`src/rtl/datamem_dump_sequencer_pkg.sv`:
```
// Shared types and defaults for the data-memory dump sequencer.
// Latency: n/a (types and constants only).
// Backpressure: n/a.
//
// The debug unit decodes the state encoding below for status readback.
// Keep these values stable.
package datamem_dump_sequencer_pkg;

    // Default widths: data word, debug word address (port-B word index), transfer count.
    localparam int NB_REG_DEF   = 32;
    localparam int NB_ADDR_DEF  = 16;
    localparam int NB_COUNT_DEF = 16;

    // FSM encoding exported for status readback.
    typedef enum logic [1:0] {
        ST_IDLE      = 2'd0,
        ST_ISSUE     = 2'd1,
        ST_WAIT_DATA = 2'd2,
        ST_HOLD      = 2'd3
    } dump_state_t;

    // Busy means any state other than IDLE.
    function automatic logic state_is_busy(input dump_state_t s);
        return (s != ST_IDLE);
    endfunction

endpackage

```
`src/rtl/datamem_dump_sequencer.sv`:
```
// Streams a block of data-memory words from the debug read port (port B) out
// through a valid/ready handshake.
// Latency: start -> read issued in cycle 1 -> first o_data_valid in cycle 3;
//          one word in flight, so throughput is 1 word per 3 cycles.
// Backpressure: o_data is held in HOLD until i_data_ready; no new read is
//          issued until the held word is taken.
//
// Ports:
//   i_clock, i_reset        clock, synchronous active-high reset
//   i_start/i_base_addr/    start request with first word address and word count,
//   i_count                 sampled only in IDLE
//   i_abort                 cancel; FSM is back in IDLE the next cycle
//   o_datamem_addr/_re      debug-port address and read enable
//   i_datamem_data          debug-port read data, valid 1 cycle after o_datamem_re
//   o_data/_valid, i_data_ready   output word stream
//   o_busy                  state != IDLE
//   o_done                  1-cycle pulse in the first IDLE cycle after a normal finish
module datamem_dump_sequencer
    import datamem_dump_sequencer_pkg::*;
#(
    parameter int NB_REG   = NB_REG_DEF,
    parameter int NB_ADDR  = NB_ADDR_DEF,
    parameter int NB_COUNT = NB_COUNT_DEF
) (
    input  logic                i_clock,
    input  logic                i_reset,
    input  logic                i_start,
    input  logic [NB_ADDR-1:0]  i_base_addr,
    input  logic [NB_COUNT-1:0] i_count,
    input  logic                i_abort,
    output logic [NB_ADDR-1:0]  o_datamem_addr,
    output logic                o_datamem_re,
    input  logic [NB_REG-1:0]   i_datamem_data,
    output logic [NB_REG-1:0]   o_data,
    output logic                o_data_valid,
    input  logic                i_data_ready,
    output logic                o_busy,
    output logic                o_done
);

    // ------------------------------------------------------------------
    // State
    // ------------------------------------------------------------------
    dump_state_t         state_q, state_d;
    logic [NB_ADDR-1:0]  addr_q,  addr_d;   // word address of the current read
    logic [NB_COUNT-1:0] rem_q,   rem_d;    // words still to hand over
    logic [NB_REG-1:0]   data_q,  data_d;   // output word register
    logic                done_q,  done_d;

    logic xfer;       // handshake on the held word
    logic last_word;  // the held word is the final one of the block

    assign xfer      = (state_q == ST_HOLD) && i_data_ready;
    assign last_word = (rem_q == NB_COUNT'(1));

    // ------------------------------------------------------------------
    // Next-state logic
    // ------------------------------------------------------------------
    always_comb begin
        state_d = state_q;
        addr_d  = addr_q;
        rem_d   = rem_q;
        data_d  = data_q;
        done_d  = 1'b0;

        case (state_q)
            ST_IDLE: begin
                if (i_start) begin
                    if (i_count != '0) begin
                        addr_d  = i_base_addr;
                        rem_d   = i_count;
                        state_d = ST_ISSUE;
                    end else begin
                        // Empty block: report completion without touching memory.
                        done_d = 1'b1;
                    end
                end
            end

            ST_ISSUE: begin
                // Read enable is decoded from this state.
                state_d = ST_WAIT_DATA;
            end

            ST_WAIT_DATA: begin
                // Registered RAM returns data this cycle; capture it.
                data_d  = i_datamem_data;
                state_d = ST_HOLD;
            end

            ST_HOLD: begin
                if (xfer) begin
                    rem_d  = rem_q - NB_COUNT'(1);
                    // Wraps silently at the top of the address space.
                    addr_d = addr_q + NB_ADDR'(1);
                    if (last_word) begin
                        state_d = ST_IDLE;
                        done_d  = 1'b1;
                    end else begin
                        state_d = ST_ISSUE;
                    end
                end
            end

            default: begin
                state_d = ST_IDLE;
            end
        endcase

        // Abort overrides every transition. A handshake in the same cycle still
        // consumes the word (counters above already advanced), but the block is
        // not reported as done; a start in IDLE is dropped.
        if (i_abort) begin
            state_d = ST_IDLE;
            done_d  = 1'b0;
            if (state_q == ST_IDLE) begin
                addr_d = addr_q;
                rem_d  = rem_q;
            end
        end
    end

    // ------------------------------------------------------------------
    // Registers
    // ------------------------------------------------------------------
    always_ff @(posedge i_clock) begin
        if (i_reset) begin
            state_q <= ST_IDLE;
            addr_q  <= '0;
            rem_q   <= '0;
            data_q  <= '0;
            done_q  <= 1'b0;
        end else begin
            state_q <= state_d;
            addr_q  <= addr_d;
            rem_q   <= rem_d;
            data_q  <= data_d;
            done_q  <= done_d;
        end
    end

    // ------------------------------------------------------------------
    // Outputs: registers or pure state decodes, no input-to-output paths
    // ------------------------------------------------------------------
    assign o_datamem_addr = addr_q;
    assign o_datamem_re   = (state_q == ST_ISSUE);
    assign o_data         = data_q;
    assign o_data_valid   = (state_q == ST_HOLD);
    assign o_busy         = state_is_busy(state_q);
    assign o_done         = done_q;

endmodule

```
`config.mk`:
```
export PLATFORM = sky130hd
export DESIGN_NAME = datamem_dump_sequencer
export DESIGN_NICKNAME = d
export VERILOG_FILES = /design/src/rtl/datamem_dump_sequencer_pkg.sv /design/src/rtl/datamem_dump_sequencer.sv
export SDC_FILE = /design/constraint.sdc
export NUM_CORES = 1
export LEC_CHECK = 0
export CAP_MARGIN = 10
export CORE_ASPECT_RATIO = 0.5
export CORE_MARGIN = 2
export CORE_UTILIZATION = 41
export CTS_BUF_LIST = sky130_fd_sc_hd__clkbuf_16
export DETAILED_ROUTE_END_ITERATION = 16
export GPL_TIMING_DRIVEN = 1
export PLACE_DENSITY = 0.77
export SLEW_MARGIN = 5
export SYNTH_ARGS = -nofsm -noshare
export SYNTH_HDL_FRONTEND = slang
export SYNTH_SLANG_ARGS = --single-unit
export TNS_END_PERCENT = 1
```
`constraint.sdc`:
```
create_clock -name i_clock -period 1.7 [get_ports i_clock]
set_input_delay 0.255 -clock i_clock [delete_from_list [all_inputs] [get_ports i_clock]]
set_output_delay 0.255 -clock i_clock [all_outputs]
set_load 0.01 [all_outputs]
```
==> flow_metrics.env <==
export IMPL_yosys_area_share_simple=0.2194
export IMPL_maxSlewViolCount=0
export IMPL_synth_main_ff_cell="dfxtp_1"
export IMPL_reg2reg_to="o_datamem_addr[11]$_SDFFE_PP0P_"
export IMPL_clock_sinks=67
export IMPL_drt_wirelength_per_cell_um=14.51
export IMPL_synth_compound_area_frac=0.1936
export IMPL_fillerInstances=653
export IMPL_num_rows=23
export IMPL_portBuffers=120
export IMPL_run_status="finished with violations"
export IMPL_antennaDiodeCount=0
export IMPL_place_area_sq_um=5221
export IMPL_hp_class="primary input to flop"
export IMPL_cp_top_family="compound AO/OA/AOI/OAI gates"
export IMPL_syn_area_sq_um=3445
export IMPL_p_int_mw=3.200
export IMPL_max_vdd_ir_drop_v=0.0005789
export IMPL_synthAdderAreaFrac=0.02906
export IMPL_synth_cells=410
export IMPL_fmax_ghz=0.5524
export IMPL_synth_cell_types=55
export IMPL_grt_pass1_wl_mm=15.50
export IMPL_crit_start="state_q[1]$_SDFFE_PP0P_"
export IMPL_slowest_delay_ps=330
export IMPL_p_leak_nw=2.054
export IMPL_netSwitchingFraction=0.2742
export IMPL_crit_chain="buf_4 -> ha_4 -> nor2b_1 -> a211oi_2 -> o21ai_2 -> buf_6 -> a211o_1 -> a21oi_1"
export IMPL_whs_endpoint="rem_q[14]$_SDFFE_PP0P_"
export IMPL_fin_crit_sh=1.065
export IMPL_place_congestion=0.8282
export IMPL_antenna_found_initial=0
export IMPL_p_seq_frac=0.389
export IMPL_hold_depth=2
export IMPL_core_area_sq_um=8087
export IMPL_synth_xor_area_share=0.002543
export IMPL_cts_buffer_depth=2
export IMPL_finalInstanceArea_sq_um=5629
export IMPL_synth_most_common_cell="dfxtp_1"
export IMPL_dieArea_sq_um=9195
export IMPL_yosysWarningCount=0
export IMPL_drt_iter0_drc=234
export IMPL_crit_buf_inv=2
export IMPL_die_w_um=133.6
export IMPL_r2r_start="state_q[1]$_SDFFE_PP0P_"
export IMPL_topRoutingLayerUsed="met4"
export IMPL_grt_overflow=0
export IMPL_timing_final_ws_setup_ps=-110.4
export IMPL_num_io_pins=121
export IMPL_cts_tree="built"
export IMPL_synthTopCellsByArea="dfxtp_1, mux2i_1, nor2_1"
export IMPL_wl_met1_mm=4.809
export IMPL_die_y_um=68.82
export IMPL_clk_pin_slew_ps=50
export IMPL_synth_top_cell_area_share=0.3894
export IMPL_hold_slack_ps=389.0
export IMPL_crit_fanout=18
export IMPL_r2r_slack_ps=-110
export IMPL_relSlewSlack=0.6868
export IMPL_cts_buffers=9
export IMPL_worstPathArrival_ps=2060
export IMPL_cp_end_kind="flop"
export IMPL_startpoint_type="flop"
export IMPL_grt_max_degree=33
export IMPL_clock_skew_ps=3.361
export IMPL_met3_length_um=544
export IMPL_grt_pass1_vias=3218
export IMPL_crit_slowest_cell="dfxtp_2"
export IMPL_viasPerCell=5.240
export IMPL_hold_start="i_reset"
export IMPL_ant_nets=0
export IMPL_ys_ff_latch=67
export IMPL_synth_edf_count=0
export IMPL_final_nets=656
export IMPL_fin_util=0.6961
export IMPL_insertion_delay_ps=320
export IMPL_crit_required_ps=1950
export IMPL_clockRootBuffer="clkbuf_16"
export IMPL_h_tree_depth=3
export IMPL_drv_cap=0
export IMPL_yosysSeqAreaShare=0.3894
export IMPL_area_delta_synth_final_pct=63.42
export IMPL_hold_buffers=0
export IMPL_dp_hpwl_mm=7.168
export IMPL_ff2ff_path_depth=8
export IMPL_synth_top_family_by_area="simple AND/OR/NAND/NOR gates"
export IMPL_finalSetupViolCount=34
export IMPL_syn_area_per_cell_sq_um=8.401
export IMPL_violations="setup timing"
export IMPL_worstMarginPinSlew_ps=469.8
export IMPL_drc_errors=0
export IMPL_finalWirelength_mm=10.10
export IMPL_pwr_share_comb=0.235
export IMPL_drive_gt1_frac=0.2106
export IMPL_yosys_top_cells_count="dfxtp_1, nor2_1, a21oi_1, mux2i_1, nand2_1"
export IMPL_period_minus_slack_ps=1810
export IMPL_muxShareOfSynthArea=0.1206
export IMPL_dr_pass1_iters=4
export IMPL_powerDensity_nw_per_um2=783.2
export IMPL_wl_met2_mm=4.628
export IMPL_critPathKind="flop to flop"
export IMPL_rsz0062_at_grt="true"
export IMPL_vias=3647
export IMPL_hold_viol=0
export IMPL_p_clk_frac=0.376
export IMPL_switching_power_mw=1.209
export IMPL_start_util=0.4260
export IMPL_syn_num_nets=487
export IMPL_grt_usage=0.2126
export IMPL_ys_async_sr_fraction=0
export IMPL_synth_area_leader_cell="dfxtp_1"
[power groups by stage]
stage / logic, mW / registers, mW / clock network (mW)
floorplan: 0.428 / 1.78 / 0
CTS: 0.983 / 1.71 / 1.70
global route: 1.12 / 1.72 / 1.77
finish: 1.03 / 1.72 / 1.66
global placement: 0.950 / 1.74 / 0
detailed placement: 0.964 / 1.74 / 0
[state kept, by name, summed over array words and instances (netlist names)]
signal and cells:
state_q 2, o_done 1, rem_q 16, o_data 32
o_datamem_addr 16
[worst max-delay path by stage]
stage                     slack (ps)                         endpoint  depth (start not counted)
after CTS                       -180          state_q[0]$_SDFFE_PP0P_                          8
after detailed placement        -440          state_q[0]$_SDFFE_PP0P_                          7
after global routing            -220          state_q[0]$_SDFFE_PP0P_                          9
after global placement          -390          state_q[0]$_SDFFE_PP0P_                          7
final                           -110  o_datamem_addr[11]$_SDFFE_PP0P_                          8
after floorplan                  -10            rem_q[0]$_SDFFE_PP0P_                          7
[timing repair]
action,CTS,global route
endpoints found under the setup margin,37,36
pin swaps,2,9
hold endpoints to repair,0,0
gates resized for setup,12,24
setup buffers,0,3
[area by class of cell]
cell class / instances / area [sq um] / area share
clock inverter: 7 / 45.04 / 0.008002
clock buffer: 9 / 225.2 / 0.04001
timing repair buffer: 187 / 1764 / 0.3134
multi-input combinational: 304 / 2063 / 0.3665
inverter: 10 / 40.04 / 0.007113
tap: 112 / 140.1 / 0.02489
sequential: 67 / 1351 / 0.2401
[layer usage]
metal / vias to the layer above / global-route usage
li1: 1827 / -
met1: 1701 / 0.2879
met2: 106 / 0.3434
met3: 13 / 0.04751
met4: 0 / 0.06782
met5: - / 0
[worst register-to-register path, cell delays in order, from the launching register on]
cell	delay, ps
dfxtp_2	330
buf_4	140
ha_4	170
nor2b_1	150
a211oi_2	290
o21ai_2	130
buf_6	190
a211o_1	240
a21oi_1	110
[logic make-up (layout without fill, tap and decap cells)]
| group | after synthesis | after routing |
|---|---|---|
| xor gates and xnor gates | 1 | 1 |
| DFF | 67 | 67 |
| adders and majority gates | 8 | 8 |
| AOI/OAI and AO/OA | 101 | 101 |
| muxes | 41 | 41 |
| and+or+nand+nor | 153 | 153 |
| buffers and inverters | 39 | 213 |
[through the flow]
step | worst slack (ps) | cells | setup TNS (ps) | power (mW)
2_1_floorplan | -13.30 | 410 | -61.95 | 2.204
3_3_place_gp | -390.1 | 677 | -9915 | 2.691
3_5_place_dp | -441.5 | 677 | -10820 | 2.708
4_1_cts | -175.5 | 693 | -1384 | 4.391
5_1_grt | -215.7 | 696 | -5147 | 4.613
6_report | -110.4 | 696 | -1999 | 4.409
[cells in the final DEF, fill, tap and decap left out, drive strengths merged, types with 8 or more instances in the layout]
cell type      synthesis  layout
clkdlybuf4s50          0     116
buf                   13      68
dfxtp                 67      67
nor2                  57      57
a21oi                 40      40
mux2i                 37      37
nand2                 26      26
nor3                  19      19
o21ai                 18      18
nand2b                15      15
o32ai                 13      13
nand3                 10      10
inv                   10      10
clkbuf                16       9
ha                     8       8
(Power assumes the default switching activity.)
